<file path="config.mk">
export PLATFORM = sky130hd
export DESIGN_NAME = alu_acc
export DESIGN_NICKNAME = d
export VERILOG_FILES = /design/src/rtl/alu_acc.sv
export SDC_FILE = /design/constraint.sdc
export NUM_CORES = 1
export LEC_CHECK = 0
export CORE_MARGIN = 2
export CORE_UTILIZATION = 30
export DETAILED_ROUTE_END_ITERATION = 16
export GPL_TIMING_DRIVEN = 0
export SYNTH_ARGS = -nofsm -noshare
export SYNTH_HDL_FRONTEND = slang
export SYNTH_SLANG_ARGS = --single-unit
</file>
<file path="constraint.sdc">
create_clock -name CLK -period 8.1 [get_ports CLK]
set_clock_uncertainty 0.1 [all_clocks]
set_input_delay 1.215 -clock CLK [delete_from_list [all_inputs] [get_ports CLK]]
set_output_delay 1.215 -clock CLK [all_outputs]
set_load 0.01 [all_outputs]
</file>
<file path="src/rtl/alu_acc.sv">
// rtl/alu_acc.sv - accumulator ALU: single-cycle ops plus a W-step shift-add multiplier.
// RGZ doubles as the accumulator source for INC/DEC/ACC/ACS.
module alu_acc #(
  parameter int W = 8
) (
  input  logic         CLK,
  input  logic         RST,
  input  logic         ENA,
  input  logic         STB,
  input  logic [3:0]   OPT,
  input  logic [W-1:0] RGA,
  input  logic [W-1:0] RGB,
  output logic [W-1:0] RGZ,
  output logic [3:0]   FLG,
  output logic         BSY,
  output logic         DNE
);

  localparam int CW = $clog2(W);

  typedef enum logic {IDLE, MUL} state_t;

  state_t          state;
  logic [CW-1:0]   cnt;
  logic [3:0]      opt_q;
  logic [W-1:0]    rga_q;
  logic [2*W-1:0]  prod;

  logic [W-1:0]    op_a, op_b, res;
  logic [W:0]      sum;
  logic            sub_op, c_f, v_f;
  logic [W:0]      mstep;
  logic [2*W-1:0]  prod_nx;
  logic [W-1:0]    mul_lo, mul_hi;

  always_comb begin
    op_a   = RGA;
    op_b   = RGB;
    sub_op = 1'b0;
    case (OPT)
      4'h2: sub_op = 1'b1;
      4'h9: begin op_a = RGZ; op_b = W'(1); end
      4'hA: begin op_a = RGZ; op_b = W'(1); sub_op = 1'b1; end
      4'hB: begin op_a = RGZ; op_b = RGA; end
      4'hC: begin op_a = RGZ; op_b = RGA; sub_op = 1'b1; end
      default: ;
    endcase
    // carry bit of the W+1 result is the borrow when subtracting
    sum = sub_op ? ({1'b0, op_a} - {1'b0, op_b}) : ({1'b0, op_a} + {1'b0, op_b});

    res = RGZ;
    c_f = 1'b0;
    v_f = 1'b0;
    case (OPT)
      4'h0: res = '0;
      4'h1, 4'h2, 4'h9, 4'hA, 4'hB, 4'hC: begin
        res = sum[W-1:0];
        c_f = sum[W];
        v_f = sub_op ? ((op_a[W-1] != op_b[W-1]) && (sum[W-1] != op_a[W-1]))
                     : ((op_a[W-1] == op_b[W-1]) && (sum[W-1] != op_a[W-1]));
      end
      4'h3: res = RGA ^ RGB;
      4'h4: res = RGA & RGB;
      4'h5: res = RGA | RGB;
      4'h6: res = ~RGA;
      4'h7: begin res = {RGA[W-2:0], 1'b0}; c_f = RGA[W-1]; end
      4'h8: begin res = {1'b0, RGA[W-1:1]}; c_f = RGA[0]; end
      default: ;
    endcase
  end

  // prod holds {partial sum, remaining multiplier bits}; one bit retires per step
  always_comb begin
    mstep   = {1'b0, prod[2*W-1:W]} + {1'b0, (prod[0] ? rga_q : {W{1'b0}})};
    prod_nx = {mstep, prod[W-1:1]};
    mul_lo  = prod_nx[W-1:0];
    mul_hi  = prod_nx[2*W-1:W];
  end

  always_ff @(posedge CLK) begin
    if (RST) begin
      state <= IDLE;
      cnt   <= '0;
      opt_q <= '0;
      rga_q <= '0;
      prod  <= '0;
      RGZ   <= '0;
      FLG   <= '0;
      BSY   <= 1'b0;
      DNE   <= 1'b0;
    end else if (ENA) begin
      DNE <= 1'b0;
      case (state)
        IDLE: begin
          if (STB) begin
            opt_q <= OPT;
            rga_q <= RGA;
            if (OPT == 4'hD || OPT == 4'hE) begin
              state <= MUL;
              BSY   <= 1'b1;
              cnt   <= '0;
              prod  <= {{W{1'b0}}, RGB};
            end else begin
              DNE <= 1'b1;
              if (OPT != 4'hF) begin
                RGZ <= res;
                FLG <= {(res == '0), res[W-1], c_f, v_f};
              end
            end
          end
        end
        MUL: begin
          prod <= prod_nx;
          if (cnt == CW'(W-1)) begin
            state <= IDLE;
            BSY   <= 1'b0;
            DNE   <= 1'b1;
            cnt   <= '0;
            if (opt_q == 4'hD) begin
              RGZ <= mul_lo;
              FLG <= {(mul_lo == '0), mul_lo[W-1], |mul_hi, |mul_hi};
            end else begin
              RGZ <= mul_hi;
              FLG <= {(mul_hi == '0), mul_hi[W-1], 1'b0, 1'b0};
            end
          end else begin
            cnt <= cnt + 1'b1;
          end
        end
        default: state <= IDLE;
      endcase
    end
  end

endmodule

</file>
==> qor.yml, run 1 <==
hold_class: "flip-flop to flip-flop"
synthesis.nets: 655
finalPower_mw: 0.7233
worstPathMaxFanout: 10
finalHoldViolations: 0
cp.required_ns: 8.19
die_h_um: 123.5
avgSynthCellArea_sq_um: 7.184
grt_pass1_wl_um: 23560
core-area_sq_um: 13930
netlist_instances: 596
cts_tree: "built"
p_leak_nw: 2.039
start_util_pct: 30.73
ys_seq_area_share_pct: 21.04
tightest_slew_ns: 0.7836
yosysTopAreaCell: "dfxtp_1"
io_buffers: 36
die_area_sq_um: 15240
wl_per_cell_um: 18.35
cp_cell_sequence: "clkdlybuf4s50_1, buf_2, clkbuf_1, buf_1, nor2_1, o21bai_1, o21ai_0, xor2_1, ha_1, or2_2, a211oi_2, a211oi_1, or3_1, o41ai_1, o22ai_1, a41o_1"
antenna_left: 0
vias_per_cell: 5.806
synth_top_cell_area_share_pct: 21.04
slowest_stage: "o21bai_1"
setup-tns-final_ns: 0
slew_viol_final: 0
cp-end-kind: "flip-flop"
synth_edf_count: 0
gp_congestion: 0.9329
cts_sinks: 45
postCtsHoldBufs: 0
clk_pin_slew_ns: 0.06
grt_max_degree: 14
fmax_mhz: 166.6
synth_ff_type: "dfxtp_1"
period_share_pct: 74.11
ys_top_cells_by_area: "dfxtp_1, ha_1, nand2_1"
peakVddDrop_v: 0.00008273
numCtsBuffers: 5
drc_errors: 0
syn_to_final_growth_pct: 17.71
maxCapViolCount: 0
drive_gt1_share_pct: 4.063
first_pass_iters: 5
root_buffer: "clkbuf_16"
diodes: 0
synth-seq-cells: 45
synth_common_cells: "nand2_1, a21oi_1, nor2_1, dfxtp_1, ha_1"
async_reset_ff_share_pct: 0
die_w_um: 123.5
finalSetupViolCount: 0
synth.distinct_cells: 82
grtUsageTotal_pct: 20.02
wirelength_um: 15040
cp-start-kind: "primary input"
yosys_warnings: 0
cts_resized: 0
rsz0062_at_grt: "false"
fin_nets: 698
relSlewSlack_pct: 47.57
std_cell_rows: 43
grt_antenna_before_repair: 0
cp.arrival_ns: 6.09
grt_remaining_overflow: 0
clk_path_buf_depth: 2
fillCellCount: 1478
p_per_area_nw_per_um2: 143.5
drt_iter0_markers: 601
synthesis.area_sq_um: 4282
via_count: 4761
crit_path_max_incr_delay_ns: 0.56
grt_pass1_vias: 4409
post_cts_buffers: 0
status: "completed"
clock_latency_ns: 0.29
period_minus_slack_ns: 6.003
hpwl_um: 11840
cts-htree-levels: 2
pin_count: 38
worst-setup-path-type: "primary input to flip-flop"
yosysMostFrequentCell: "nand2_1"
## path summary, 6_finish.rpt
check,startpoint,end,slack (ns),cells after the start
max,OPT[1],FLG[3],2.10,16
min,rga_q[5],rga_q[5],0.36,2
max reg2reg,prod[0],FLG[3],4.56,11
min reg2reg,rga_q[5],rga_q[5],0.36,2
## metal layers
metal	vias to the layer above	wire (um)	global-route usage, %
li1	2269	-	-
met1	2269	6826	28.31
met2	196	6818	31.56
met3	27	1045	2.306
met4	0	353	6.534
met5	-	0	0
## power breakdown
group | switching (mW) | total (mW) | internal (mW) | leakage (nW)
sequential | 0.00823 | 0.238 | 0.230 | 0.365
combinational | 0.147 | 0.246 | 0.0988 | 1.59
clock | 0.0852 | 0.239 | 0.154 | 0.0841
## cell usage in the layout (no fill, tap or decap), types with 6 or more instances in the layout
cell	netlist	routed
clkdlybuf4s50_1	0	36
nor2b_1	6	6
a22oi_1	6	6
and2_1	15	15
nand2b_1	12	12
a211oi_1	11	11
inv_1	23	23
nor3_1	10	10
nor2_1	56	56
buf_2	7	7
xor2_1	10	10
a21o_1	7	7
a2111oi_0	6	6
clkbuf_1	25	26
nand2_1	82	82
dfxtp_1	45	45
nand3_1	23	23
o21ai_0	22	22
a21oi_1	57	57
o21ai_1	11	11
ha_1	33	33
## registers in the layout (all words and copies together), names as in the netlist
name and flops:
prod 16, rga_q 8, RGZ 7, FLG 4
opt_q 4, cnt 3, BSY 1, DNE 1
state 1
## worst max-delay path: cells and delay by family
| family | cells | cell delay (ns) |
|---|---|---|
| compound gates | 7 | 2.01 |
| fa+ha+maj | 1 | 0.22 |
| simple gates | 3 | 0.82 |
| xor+xnor | 1 | 0.20 |
| buf+inv | 4 | 1.63 |
## through the flow
step                instance area [sq um]  setup slack, ns  hold slack [ns]  instances  util [%]
floorplan                            4282            3.270           0.3317        596         -
global placement                     4867            1.895           0.3451        812     34.93
detailed placement                   4867            1.875           0.3492        812     34.93
CTS                                  5040            2.162           0.3573        820     36.17
global route                         5040            1.681           0.3798        820     36.17
finish                               5040            2.097           0.3601        820     36.17
## kinds of logic after synthesis
family / synth area share [%]
buffers and inverters: 5.990
DFF: 21.04
adders and majority gates: 10.58
xor gates and xnor gates: 3.068
AOI/OAI and AO/OA: 30.45
and+or+nand+nor: 27.12
muxes: 1.753
## final cells by class
class / instances / area [sq um] / share of cell area, %
Inverter: 25 / 93.84 / 1.862
Multi-Input combinational cell: 488 / 3124 / 61.99
Buffer: 38 / 162.7 / 3.227
Tap cell: 180 / 225.2 / 4.469
Clock inverter: 1 / 30.03 / 0.5958
Sequential cell: 45 / 900.9 / 17.87
Timing Repair Buffer: 36 / 360.3 / 7.150
Clock buffer: 7 / 142.6 / 2.830
Power figures use the tool's default switching activity.
==> run 2, diff against run 1 <==
==> constraint.sdc (replaced) <==
create_clock -name CLK -period 5 [get_ports CLK]
set_clock_uncertainty 0.1 [all_clocks]
set_input_delay 0.75 -clock CLK [delete_from_list [all_inputs] [get_ports CLK]]
set_output_delay 0.75 -clock CLK [all_outputs]
set_load 0.01 [all_outputs]
==> qor.yml, run 2 (synthesis results as in run 1) <==
status: "completed"
cp-start-kind: "primary input"
switching_share_pct: 33.29  # about the same
p_leak_nw: 2.071  # +1.6%
setup-tns-final_ns: 0  # unchanged
fin_nets: 697  # -0.14%
post_cts_buffers: 0  # unchanged
die_area_sq_um: 15240  # unchanged
numCtsBuffers: 5  # unchanged
grtUsageTotal_pct: 20.03  # about the same
p_seq_share_pct: 32.7  # -0.2 points
io_buffers: 36  # unchanged
drc_errors: 0  # unchanged
grt_pass1_vias: 4408  # -0.023%
largest-register: "prod"
clock_latency_ns: 0.29  # about the same
grt_antenna_before_repair: 0  # unchanged
clk_pin_slew_ns: 0.06  # about the same
rsz0062_at_grt: "true"
antenna_left: 0  # unchanged
grt_remaining_overflow: 0  # unchanged
stdcell_count: 819  # -0.12%
clk_path_buf_depth: 2  # unchanged
maxCapViolCount: 0  # unchanged
pwr-share-comb_pct: 34.5  # +0.5 points
cp.required_ns: 5.05  # -3.14 ns
slew_viol_final: 0  # unchanged
start_util_pct: 30.73  # unchanged
vias_per_cell: 5.810  # about the same
pin_count: 38  # unchanged
top_regs: "prod: 16 flops, rga_q: 8 flops, RGZ: 7 flops"
std_cell_rows: 43  # unchanged
largest_reg_flops: 16  # unchanged
worstPathMaxFanout: 8  # -2
cts-htree-levels: 2  # unchanged
regToRegSetupSlack_ns: 1.44  # -3.12 ns
final_cell_mix: "nand2_1, a21oi_1, nor2_1"
core-area_sq_um: 13930  # unchanged
worst-setup-path-type: "primary input to flip-flop"
power.share.clock_pct: 32.8  # -0.3 points
wl_per_cell_um: 18.54  # +1.1%
setup_slack_ns: 0.1489  # -1.948 ns
period_share_pct: 97.02
place_inst: 812  # unchanged
fmax_mhz: 206.1
die_h_um: 123.5  # unchanged
syn_to_final_growth_pct: 18.76
peakVddDrop_v: 0.0001325  # +60%
drive_gt1_share_pct: 5.947  # +1.9 points
grt_max_degree: 14  # unchanged
p_per_area_nw_per_um2: 231.7  # +61%
finalHoldViolations: 0  # unchanged
relSlewSlack_pct: 47.75  # +0.18 points
die_w_um: 123.5  # unchanged
via_count: 4758  # -0.063%
wirelength_um: 15180  # +0.93%
root_buffer: "clkbuf_16"
p_int_mw: 0.7858  # +63%
p_sw_mw: 0.3922  # +63%
drt_iter0_markers: 513  # -15%
hold_class: "flip-flop to flip-flop"
first_pass_iters: 7  # +2
place_ws_ns: -0.7598  # -2.635 ns
period_minus_slack_ns: 4.851
cp-end-kind: "flip-flop"
hpwl_um: 11840  # unchanged
diodes: 0  # unchanged
gp_congestion: 0.9329  # unchanged
fin_util_pct: 36.49  # +0.32 points
tightest_slew_ns: 0.7809  # -0.002684 ns
grt_pass1_wl_um: 23580  # about the same
finalSetupViolCount: 0  # unchanged
final_common_cell: "nand2_1"
cts_sinks: 45  # unchanged
cts_tree: "built"
cp.arrival_ns: 4.90  # -1.19 ns
## run 2: final cells by class
type                            count  area, sq um
Timing Repair Buffer               36        362.8
Inverter                           25        93.84
Buffer                             37        168.9
Multi-Input combinational cell    488         3161
Tap cell                          180        225.2
Clock inverter                      1        30.03
Fill cell                        1477         8850
Clock buffer                        7        142.6
Sequential cell                    45        900.9
## run 2: power groups by stage
| stage | logic [mW] | registers [mW] | clock network (mW) |
|---|---|---|---|
| 2_1_floorplan | 0.258 | 0.391 | 0 |
| 6_report | 0.406 | 0.385 | 0.386 |
| 3_3_place_gp | 0.383 | 0.392 | 0 |
| 4_1_cts | 0.392 | 0.385 | 0.391 |
| 3_5_place_dp | 0.389 | 0.393 | 0 |
| 5_1_grt | 0.442 | 0.387 | 0.407 |
## run 2: stage by stage
stage / total power [mW] / instance area [sq um] / hold WS (ns)
after floorplan: 0.6498 / 4282 / 0.3317
after global placement: 0.7756 / 4867 / 0.3451
after detailed placement: 0.7824 / 4867 / 0.3492
after CTS: 1.168 / 5047 / 0.3573
after global routing: 1.236 / 5085 / 0.3798
final: 1.178 / 5085 / 0.3604
## run 2: repair_timing
| item | in CTS | in global routing |
|---|---|---|
| resized for setup | 4 | 14 |
| endpoints found under the setup margin | 6 | 5 |
| hold buffers | 0 | 0 |
## run 2: path summary, 6_finish.rpt
check	cells after the start	startpoint	end
worst max-delay path	16	OPT[1]	FLG[0]
worst min-delay path	2	rga_q[5]	rga_q[5]
worst max register to register	11	prod[0]	FLG[3]
worst min register to register	2	rga_q[5]	rga_q[5]
## run 2: metal layers
| layer | up-vias | track usage, % | wire length [um] |
|---|---|---|---|
| li1 | 2262 | - | - |
| met1 | 2281 | 28.34 | 6920 |
| met2 | 183 | 31.56 | 6908 |
| met3 | 32 | 2.306 | 985 |
| met4 | 0 | 6.534 | 369 |
| met5 | - | 0 | 0 |
## run 2: critical path: stages
cell and delay (ns):
clkdlybuf4s50_1 0.50, nor2b_1 0.18, buf_6 0.15, a32o_1 0.25, a221o_1 0.37, or4_4 0.54, or2_1 0.26, o31ai_2 0.20
xor2_1 0.11, ha_1 0.36, inv_1 0.10, or3_1 0.31, or3_1 0.31, nand3_1 0.10, mux2i_2 0.26, o22ai_1 0.13
==> edit, RTL diff (settings of run 2) <==
Change the parameter `W` from 8 to 16.
--- a/src/rtl/alu_acc.sv
+++ b/src/rtl/alu_acc.sv
@@ -1,7 +1,7 @@
 // rtl/alu_acc.sv - accumulator ALU: single-cycle ops plus a W-step shift-add multiplier.
 // RGZ doubles as the accumulator source for INC/DEC/ACC/ACS.
 module alu_acc #(
-  parameter int W = 8
+  parameter int W = 16
 ) (
   input  logic         CLK,
   input  logic         RST,
Interface: changed (resized RGA, RGB and RGZ); port bits go from 38 to 62. No check against the original RTL was run, so the function may have changed too.
==> edit against run 2 <==
  * The run now ends with max-capacitance violations, max-slew violations left
  * Sequential share of layout area down 0.94 points
  * Routed wire length is 110% higher
  * Sequential cell count is 33 higher
  * Critical path depth is 4 higher
  * Setup slack got worse by 0.031 ns
  * Die area rose by 75%
  * Synthesized cell count grew 78%
  * Area after synthesis rose by 77%
  * Design area grew 83%
  * Hold slack lost 0.010 ns
  * Total power increased by 85%
  * Clock power up 77%
  * Highest routed layer unchanged
==> edit: results (changes against run 2) <==
The run finished, with violations left. The final reports fail on max-capacitance violations, max-slew violations. Synth area leaders: sky130_fd_sc_hd__dfxtp_1 (21%), sky130_fd_sc_hd__ha_1 (11%), sky130_fd_sc_hd__nand2_1 (7.6%), sky130_fd_sc_hd__a21oi_1 (7.2%), sky130_fd_sc_hd__a22oi_1 (4.2%) (was sky130_fd_sc_hd__dfxtp_1 (21%), sky130_fd_sc_hd__ha_1 (9.6%), sky130_fd_sc_hd__nand2_1 (7.2%), sky130_fd_sc_hd__a21oi_1 (6.7%), sky130_fd_sc_hd__nor2_1 (4.9%)). The tools report the capture endpoint of the worst hold path as rga_q[3]$_SDFFE_PP0P_ (was rga_q[5]$_SDFFE_PP0P_). The final hold slack was 0.350 ns (was 0.360 ns); the total instance count after detailed placement was 1453 (was 812). For the final wirelength, the log shows 32400 µm (was 15200 µm).

List of most frequent post-synthesis cells: sky130_fd_sc_hd__nand2_1 (153), sky130_fd_sc_hd__a21oi_1 (110), sky130_fd_sc_hd__nor2_1 (82) (was sky130_fd_sc_hd__nand2_1 (82), sky130_fd_sc_hd__a21oi_1 (57), sky130_fd_sc_hd__nor2_1 (56)). The count of maximum capacitance violations was 1 (was 0); the number of gates resized after CTS was 56 (was 4). The final-report max-slew violation count is 6 (was 0). The tools report the origin of the worst setup path as OPT[0] (was OPT[1]).

The total track usage is 0.238 (was 0.200), and the transition time at the pin with the least slew margin is 1.51 ns (was 0.781 ns). The detailed placement HPWL is 25000 µm (was 11800 µm), and the maximum vdd ir drop is 0.163 mV (was 0.132 mV). The global routing usage on met2 came out at 0.351 (was 0.316). The final-layout fill cell count was 2670 (was 1477); the number of H-tree branching levels was 3 (was 2).

The layout cell share with drive strength beyond 1 was 0.0962 (was 0.0595); the logic depth of the worst register-to-register path was 13 (was 11). The register area share after synthesis is 0.205 (was 0.210). Amount of wire on met3 after detailed routing: 3410 µm (was 985 µm). The count of cell types in the netlist came out at 80 (was 82).

The run gives 8040 (was 4408) as the number of global-route vias before repair. The port buffer count is 60 (was 36).
==> edit: area by class of cell <==
type	count	area share
plain buffers	68	0.0430
clock buffers	12	0.0265
clock inverters	4	0.00592
inverters	51	0.0211
multi-input cells	864	0.613
flip-flops and latches	78	0.168
well taps	330	0.0444
repair buffers	77	0.0778
==> edit: critical path: stages <==
cell,delay [ns]
sky130_fd_sc_hd__dlygate4sd2_1,0.28
sky130_fd_sc_hd__buf_6,0.16
sky130_fd_sc_hd__buf_6,0.14
sky130_fd_sc_hd__buf_6,0.14
sky130_fd_sc_hd__clkbuf_8,0.18
sky130_fd_sc_hd__a221oi_4,0.30
sky130_fd_sc_hd__inv_1,0.10
sky130_fd_sc_hd__ha_2,0.33
sky130_fd_sc_hd__o21ai_2,0.08
sky130_fd_sc_hd__fa_2,0.43
sky130_fd_sc_hd__a211oi_4,0.25
sky130_fd_sc_hd__buf_4,0.15
sky130_fd_sc_hd__o21bai_1,0.08
sky130_fd_sc_hd__a21oi_2,0.20
sky130_fd_sc_hd__xor2_2,0.24
sky130_fd_sc_hd__o22ai_1,0.19
sky130_fd_sc_hd__nor4_2,0.38
sky130_fd_sc_hd__nand4_1,0.13
sky130_fd_sc_hd__or4_4,0.44
sky130_fd_sc_hd__o311ai_1,0.08
==> edit: logic make-up (layout without fill, tap and decap cells) <==
kind of cell | Yosys count | in the layout | synth area share
AO/OA/AOI/OAI | 350 | 350 | 0.300
adder cells (fa/ha/maj) | 68 | 68 | 0.114
buffers and inverters | 121 | 212 | 0.0682
flip-flops | 78 | 78 | 0.205
multiplexers | 10 | 10 | 0.0135
AND/OR/NAND/NOR | 395 | 395 | 0.251
XOR/XNOR | 41 | 41 | 0.0482
==> edit: where the power goes <==
part / switching, µW / internal, µW
sequential: 27.6 / 643
combinational: 503 / 328
clock: 280 / 404
